<file path="src/rtl/step_sequencer_pkg.sv">
// ============================================================================
//  Module   : step_sequencer_pkg
//  Brief    : Shared state encoding for the debug step sequencer.
//  Revision : 1.0 - initial release
// ============================================================================
`default_nettype none

package step_sequencer_pkg;

    localparam int ST_W = 2;

    localparam logic [ST_W-1:0] ST_IDLE  = 2'd0;
    localparam logic [ST_W-1:0] ST_RUN   = 2'd1;
    localparam logic [ST_W-1:0] ST_BREAK = 2'd2;

endpackage

`default_nettype wire

</file>
<file path="src/rtl/step_sequencer_if.sv">
// ============================================================================
//  Module   : step_sequencer_if
//  Brief    : Button / breakpoint / core-enable bundle between the debug
//             front end (master) and the step sequencer (slave).
//  Revision : 1.0 - initial release
// ============================================================================
`default_nettype none

interface step_sequencer_if #(
    parameter int CNT_W = 16
);
    import step_sequencer_pkg::*;

    logic             btn_step;
    logic             btn_run;
    logic             btn_halt;
    logic [CNT_W-1:0] step_count;
    logic             bp_en;
    logic [31:0]      bp_addr;
    logic [31:0]      pc;
    logic             core_ce;
    logic [ST_W-1:0]  state;
    logic [31:0]      retired;
    logic             bp_hit;

    modport master (
        output btn_step, btn_run, btn_halt, step_count, bp_en, bp_addr, pc,
        input  core_ce, state, retired, bp_hit
    );

    modport slave (
        input  btn_step, btn_run, btn_halt, step_count, bp_en, bp_addr, pc,
        output core_ce, state, retired, bp_hit
    );

endinterface

`default_nettype wire

</file>
<file path="src/rtl/step_sequencer_btn_edge.sv">
// ============================================================================
//  Module   : btn_edge
//  Brief    : Rising-edge detector for a debounced button level.
//  Revision : 1.0 - initial release
// ============================================================================
`default_nettype none

module btn_edge (
    input  wire logic clk,
    input  wire logic reset,
    input  wire logic i_btn,
    output logic      o_rise
);

    logic btn_q;

    // Reset to 1 so a button held through reset never produces an edge.
    always_ff @(posedge clk or posedge reset) begin
        if (reset) begin
            btn_q <= 1'b1;
        end else begin
            btn_q <= i_btn;
        end
    end

    assign o_rise = i_btn & ~btn_q;

endmodule

`default_nettype wire

</file>
<file path="src/rtl/step_sequencer.sv">
// ============================================================================
//  Module   : step_sequencer
//  Brief    : Debug execution controller producing a one-clock core enable
//             for step, free-run, counted burst, halt and PC breakpoint.
//  Revision : 1.0 - initial release
// ============================================================================
`default_nettype none

module step_sequencer #(
    parameter int RUN_DIV = 10_000_000,
    parameter int CNT_W   = 16
) (
    input  wire logic        clk,
    input  wire logic        reset,
    step_sequencer_if.slave  bus
);
    import step_sequencer_pkg::*;

    localparam int                 c_DIV_W    = (RUN_DIV > 1) ? $clog2(RUN_DIV) : 1;
    localparam logic [c_DIV_W-1:0] c_DIV_LAST = c_DIV_W'(RUN_DIV - 1);

    logic w_step;
    logic w_run;
    logic w_halt;
    logic w_bp_match;

    logic [ST_W-1:0]    state_q,   state_d;
    logic [c_DIV_W-1:0] div_q,     div_d;
    logic [CNT_W-1:0]   remain_q,  remain_d;
    logic               skip_q,    skip_d;
    logic               core_ce_q, core_ce_d;
    logic               bp_hit_q,  bp_hit_d;
    logic [31:0]        retired_q, retired_d;

    btn_edge u_edge_step (.clk(clk), .reset(reset), .i_btn(bus.btn_step), .o_rise(w_step));
    btn_edge u_edge_run  (.clk(clk), .reset(reset), .i_btn(bus.btn_run),  .o_rise(w_run));
    btn_edge u_edge_halt (.clk(clk), .reset(reset), .i_btn(bus.btn_halt), .o_rise(w_halt));

    assign w_bp_match = bus.bp_en && (bus.pc == bus.bp_addr);

    always_comb begin
        state_d   = state_q;
        div_d     = div_q;
        remain_d  = remain_q;
        skip_d    = skip_q;
        bp_hit_d  = bp_hit_q;
        core_ce_d = 1'b0;

        case (state_q)
            ST_IDLE, ST_BREAK: begin
                // Halt while stopped is a no-op and masks lower-priority edges.
                if (!w_halt) begin
                    if (w_run) begin
                        state_d  = ST_RUN;
                        bp_hit_d = 1'b0;
                        remain_d = bus.step_count;
                        div_d    = '0;
                        skip_d   = 1'b1;
                    end else if (w_step) begin
                        core_ce_d = 1'b1;
                        state_d   = ST_IDLE;
                        bp_hit_d  = 1'b0;
                    end
                end
            end

            ST_RUN: begin
                if (w_halt) begin
                    state_d = ST_IDLE;
                end else if (w_run) begin
                    remain_d = bus.step_count;
                    div_d    = '0;
                    skip_d   = 1'b1;
                end else if (div_q == c_DIV_LAST) begin
                    div_d = '0;
                    // skip lets a resumed run step off the breakpoint it stopped on.
                    if (w_bp_match && !skip_q) begin
                        state_d  = ST_BREAK;
                        bp_hit_d = 1'b1;
                    end else begin
                        core_ce_d = 1'b1;
                        skip_d    = 1'b0;
                        if (remain_q != '0) begin
                            remain_d = remain_q - CNT_W'(1);
                        end
                        if (remain_q == CNT_W'(1)) begin
                            state_d = ST_IDLE;
                        end
                    end
                end else begin
                    div_d = div_q + c_DIV_W'(1);
                end
            end

            default: begin
                state_d = ST_IDLE;
            end
        endcase

        retired_d = retired_q + 32'(core_ce_d);
    end

    always_ff @(posedge clk or posedge reset) begin
        if (reset) begin
            state_q   <= ST_IDLE;
            div_q     <= '0;
            remain_q  <= '0;
            skip_q    <= 1'b0;
            core_ce_q <= 1'b0;
            bp_hit_q  <= 1'b0;
            retired_q <= '0;
        end else begin
            state_q   <= state_d;
            div_q     <= div_d;
            remain_q  <= remain_d;
            skip_q    <= skip_d;
            core_ce_q <= core_ce_d;
            bp_hit_q  <= bp_hit_d;
            retired_q <= retired_d;
        end
    end

    assign bus.core_ce = core_ce_q;
    assign bus.state   = state_q;
    assign bus.retired = retired_q;
    assign bus.bp_hit  = bp_hit_q;

endmodule

`default_nettype wire

</file>
<file path="src/flat_wrapper.sv">
// flat-port wrapper written by rule: the top's interface ports become plain ports
module step_sequencer_flat import step_sequencer_pkg::*;
#(
    parameter int RUN_DIV = 10_000_000,
    parameter int CNT_W   = 16
)
  (clk, reset, bus_btn_step, bus_btn_run, bus_btn_halt, bus_step_count, bus_bp_en, bus_bp_addr, bus_pc, bus_core_ce, bus_state, bus_retired, bus_bp_hit);
  step_sequencer_if #(.CNT_W(CNT_W)) bus_i ();
  input  wire logic clk;
  input  wire logic reset;
  input wire logic [$bits(bus_i.btn_step)-1:0] bus_btn_step;
  input wire logic [$bits(bus_i.btn_run)-1:0] bus_btn_run;
  input wire logic [$bits(bus_i.btn_halt)-1:0] bus_btn_halt;
  input wire logic [$bits(bus_i.step_count)-1:0] bus_step_count;
  input wire logic [$bits(bus_i.bp_en)-1:0] bus_bp_en;
  input wire logic [$bits(bus_i.bp_addr)-1:0] bus_bp_addr;
  input wire logic [$bits(bus_i.pc)-1:0] bus_pc;
  output wire logic [$bits(bus_i.core_ce)-1:0] bus_core_ce;
  output wire logic [$bits(bus_i.state)-1:0] bus_state;
  output wire logic [$bits(bus_i.retired)-1:0] bus_retired;
  output wire logic [$bits(bus_i.bp_hit)-1:0] bus_bp_hit;
  assign bus_i.btn_step = bus_btn_step;
  assign bus_i.btn_run = bus_btn_run;
  assign bus_i.btn_halt = bus_btn_halt;
  assign bus_i.step_count = bus_step_count;
  assign bus_i.bp_en = bus_bp_en;
  assign bus_i.bp_addr = bus_bp_addr;
  assign bus_i.pc = bus_pc;
  assign bus_core_ce = bus_i.core_ce;
  assign bus_state = bus_i.state;
  assign bus_retired = bus_i.retired;
  assign bus_bp_hit = bus_i.bp_hit;
  step_sequencer #(.RUN_DIV(RUN_DIV), .CNT_W(CNT_W)) u_core (.clk(clk), .reset(reset), .bus(bus_i));
endmodule
</file>
<file path="config.mk">
export PLATFORM = sky130hd
export DESIGN_NAME = step_sequencer_flat
export DESIGN_NICKNAME = d
export VERILOG_FILES = /design/src/rtl/step_sequencer_pkg.sv /design/src/rtl/step_sequencer_if.sv /design/src/rtl/step_sequencer_btn_edge.sv /design/src/rtl/step_sequencer.sv /design/src/flat_wrapper.sv
export SDC_FILE = /design/constraint.sdc
export NUM_CORES = 1
export LEC_CHECK = 0
export ABC_AREA = 1
export ABC_CLOCK_PERIOD_IN_PS = 6500
export CAP_MARGIN = 20
export CORE_MARGIN = 2
export CORE_UTILIZATION = 50
export CTS_CLUSTER_DIAMETER = 60
export DETAILED_ROUTE_END_ITERATION = 10
export PLACE_DENSITY = 0.75
export SLEW_MARGIN = 10
export SYNTH_ARGS = -nofsm -noshare
export SYNTH_HDL_FRONTEND = slang
export SYNTH_SLANG_ARGS = --single-unit
</file>
<file path="constraint.sdc">
create_clock -name clk -period 6.5 [get_ports clk]
set_clock_uncertainty 0.05 [all_clocks]
set_input_delay 1.3 -clock clk [delete_from_list [all_inputs] [get_ports clk]]
set_output_delay 1.3 -clock clk [all_outputs]
set_load 0.005 [all_outputs]
</file>
==> flow_summary.json <==
{
  "seqCellArea_mm2": 0.00201,
  "syn_nets": 855,
  "fin_setup_tns_ns": 0,
  "cp_max_fo": 4,
  "via_per_inst": 5.12,
  "n_fill_cell": 934,
  "dp_hpwl_um": 10700,
  "slew_headroom_pct": 55.9,
  "grt_max_degree": 49,
  "fin_util_pct": 64.9,
  "ys_ff_latch": 80,
  "path_class": "in2reg",
  "hp-class": "reg2reg",
  "cp_slowest_stage_delay_ns": 0.47,
  "cts-resized-gates": 0,
  "grt_pass1_vias": 5117,
  "finalSetupViolCount": 0,
  "grt-ovfl-total": 0,
  "numCtsBuffers": 9,
  "postSynthCellCount": 764,
  "yosysSeqAreaShare_pct": 36.5,
  "switching_share_pct": 38.6,
  "root_buffer": "clkbuf_8",
  "die_x_um": 109,
  "most-common-layout-cells": "nand2_1, clkdlybuf4s50_1, nor2_1, inv_1, dfrtp_1",
  "drive_gt1_share_pct": 8.07,
  "clock_path_buffers": 2,
  "combinationalPowerShare_pct": 36.8,
  "drt-pass1-iter-count": 5,
  "rsz0062_at_grt": "false",
  "internal-power_w": 0.000995,
  "mostFrequentLayoutCell": "nand2_1",
  "routed_wirelength_um": 14000,
  "avgSynthCellArea_um2": 7.20,
  "cp.required_ns": 6.68,
  "grt_first_pass_wirelength_um": 23400,
  "area_growth_pct": 27.2,
  "fin_nets": 978,
  "htree_levels": 3,
  "vias": 5282,
  "design.core.area_mm2": 0.0108,
  "crit_arrival_ns": 4.20,
  "power_density_mw_per_mm2": 231,
  "tightestPinTransition_ns": 0.660,
  "end_kind": "register",
  "worstPathCellList": "clkdlybuf4s50_1, xor2_1, nor2_1, nand3_1, nor2_1, nand3_1, nand3_1, o21ai_0, ha_1, ha_1, nand3_2, nor2_2, inv_2, nor4_2, nand3_1, xor2_1",
  "clk_latency_ns": 0.35,
  "slowest_stage": "clkdlybuf4s50_1",
  "start_kind": "input pin",
  "irDropWorstVdd_uv": 169,
  "ant_nets": 0,
  "period_share_pct": 61.7,
  "ys_warn_count": 0,
  "maxSlewViolCount": 0,
  "p_switching_w": 0.000624,
  "rows": 38,
  "routedWlPerCell_um": 13.6,
  "drt_iter0_drc": 299,
  "hold_viol": 0,
  "start_util_pct": 51.0,
  "dieArea_mm2": 0.0119,
  "status": "completed",
  "seqPwrFrac_pct": 41.6,
  "clock-sinks": 80,
  "crit_top_cell": "nand3_1",
  "ys_types": 45,
  "post_cts_buffers": 0,
  "fmax_mhz": 249,
  "ios": 122,
  "p_leak_nw": 3.38,
  "finalCriticalPeriod_ns": 4.01,
  "syn_area_mm2": 0.00550,
  "diodes": 0,
  "io_buffers": 121,
  "cts_tree": "built",
  "hold_buffers": 0,
  "drc": 0,
  "routabilityCongestion": 0.869,
  "grtUsageTotal_pct": 24.5,
  "multiInputGateArea_mm2": 0.00301,
  "layout.cells.non_filler": 1032,
  "maxCapViolCount": 0,
  "clkSlewWorstSetupHoldPaths_ns": 0.08,
  "fp.dieH_um": 109,
  "antenna_found_initial": 0,
  "p_clk_share_pct": 21.5,
  "dp_cells": 1016
}
-- power by group through the flow --
stage,Combinational (W),Clock (W),Sequential (W)
2_1_floorplan,0.000426,0,0.000661
3_3_place_gp,0.000581,0,0.000677
3_5_place_dp,0.000592,0,0.000680
4_1_cts,0.000598,0.000352,0.000673
5_1_grt,0.000675,0.000378,0.000688
6_report,0.000596,0.000349,0.000674
-- cells by family (layout without fill, tap and decap cells) --
logic type / Yosys count / count (layout) / synth area share [%]
flops: 80 / 80 / 36.5
buf+inv: 118 / 246 / 8.85
compound gates: 42 / 42 / 4.73
simple gates: 466 / 466 / 40.4
fa+ha+maj: 5 / 5 / 1.14
xor+xnor: 53 / 53 / 8.44
-- flip-flops by register name (all words and copies together) (netlist names) --
signal,cells
u_core.bus.state,2
u_core.div_q,24
u_core.u_edge_halt.btn_q,1
u_core.bus.retired,32
u_core.bus.core_ce,1
u_core.bus.bp_hit,1
u_core.remain_q,16
u_core.skip_q,1
u_core.u_edge_run.btn_q,1
u_core.u_edge_step.btn_q,1
-- metrics by stage --
step | setup WS (ns) | hold slack [ns] | instance area, µm² | total power, W
global route | 2.22 | 0.479 | 7000 | 0.00174
CTS | 2.54 | 0.440 | 7000 | 0.00162
finish | 2.49 | 0.437 | 7000 | 0.00162
global placement | 2.29 | 0.410 | 6810 | 0.00126
floorplan | 3.05 | 0.403 | 5500 | 0.00109
detailed placement | 2.16 | 0.420 | 6810 | 0.00127
-- final timing paths --
path,start,slack [ns],end,depth (start not counted)
worst max-delay path,bus_pc[2],2.49,u_core.bus.retired[28],16
worst min-delay path,u_core.bus.bp_hit,0.44,u_core.bus.bp_hit,2
worst max register to register,u_core.div_q[9],3.16,u_core.bus.retired[28],16
worst min register to register,u_core.bus.bp_hit,0.44,u_core.bus.bp_hit,2
max in group asynchronous,reset,4.02,u_core.div_q[13],3
min in group asynchronous,reset,1.32,u_core.bus.retired[22],2
-- metal layers --
| layer | vias up | wire (µm) | global-route usage, % |
|---|---|---|---|
| met5 | - | 0 | 0 |
| met4 | 0 | 155 | 5.40 |
| met3 | 13 | 898 | 4.18 |
| met2 | 163 | 6620 | 41.8 |
| met1 | 2435 | 6340 | 32.7 |
| li1 | 2671 | - | - |
-- synth_stat cells (all sizes together) --
cell type | number | area [µm²]
a211oi | 3 | 32.5
a21oi | 9 | 56.3
a221oi | 1 | 8.76
a22oi | 1 | 7.51
a31oi | 1 | 6.26
and2 | 3 | 18.8
and3 | 1 | 6.26
buf | 8 | 73.8
clkbuf | 2 | 7.51
dfrtp | 77 | 1930
dfstp | 3 | 78.8
ha | 5 | 62.6
inv | 108 | 405
nand2 | 227 | 885
nand3 | 39 | 243
nand3b | 4 | 30.0
nand4 | 34 | 213
nor2 | 123 | 597
nor3 | 23 | 141
nor3b | 2 | 20.0
nor4 | 10 | 68.8
o211a | 1 | 10.0
o211ai | 1 | 7.51
o21a | 1 | 7.51
o21ai | 24 | 124
xnor2 | 19 | 166
xor2 | 34 | 298
-- worst max-delay path: cells and delay by family --
family	cells	cell delay (ns)
simple gates	9	1.25
compound gates	1	0.20
buf+inv	2	0.55
fa+ha+maj	2	0.45
xor+xnor	2	0.45
-- area by class of cell --
| type | instances | area share (%) |
|---|---|---|
| Tap cell | 140 | 2.50 |
| Timing Repair Buffer | 122 | 17.4 |
| Clock buffer | 14 | 2.47 |
| Multi-Input combinational cell | 566 | 43.0 |
| Clock inverter | 2 | 0.179 |
| Inverter | 108 | 5.79 |
| Sequential cell | 80 | 28.7 |
No activity file was read; power rests on OpenSTA's default activity.
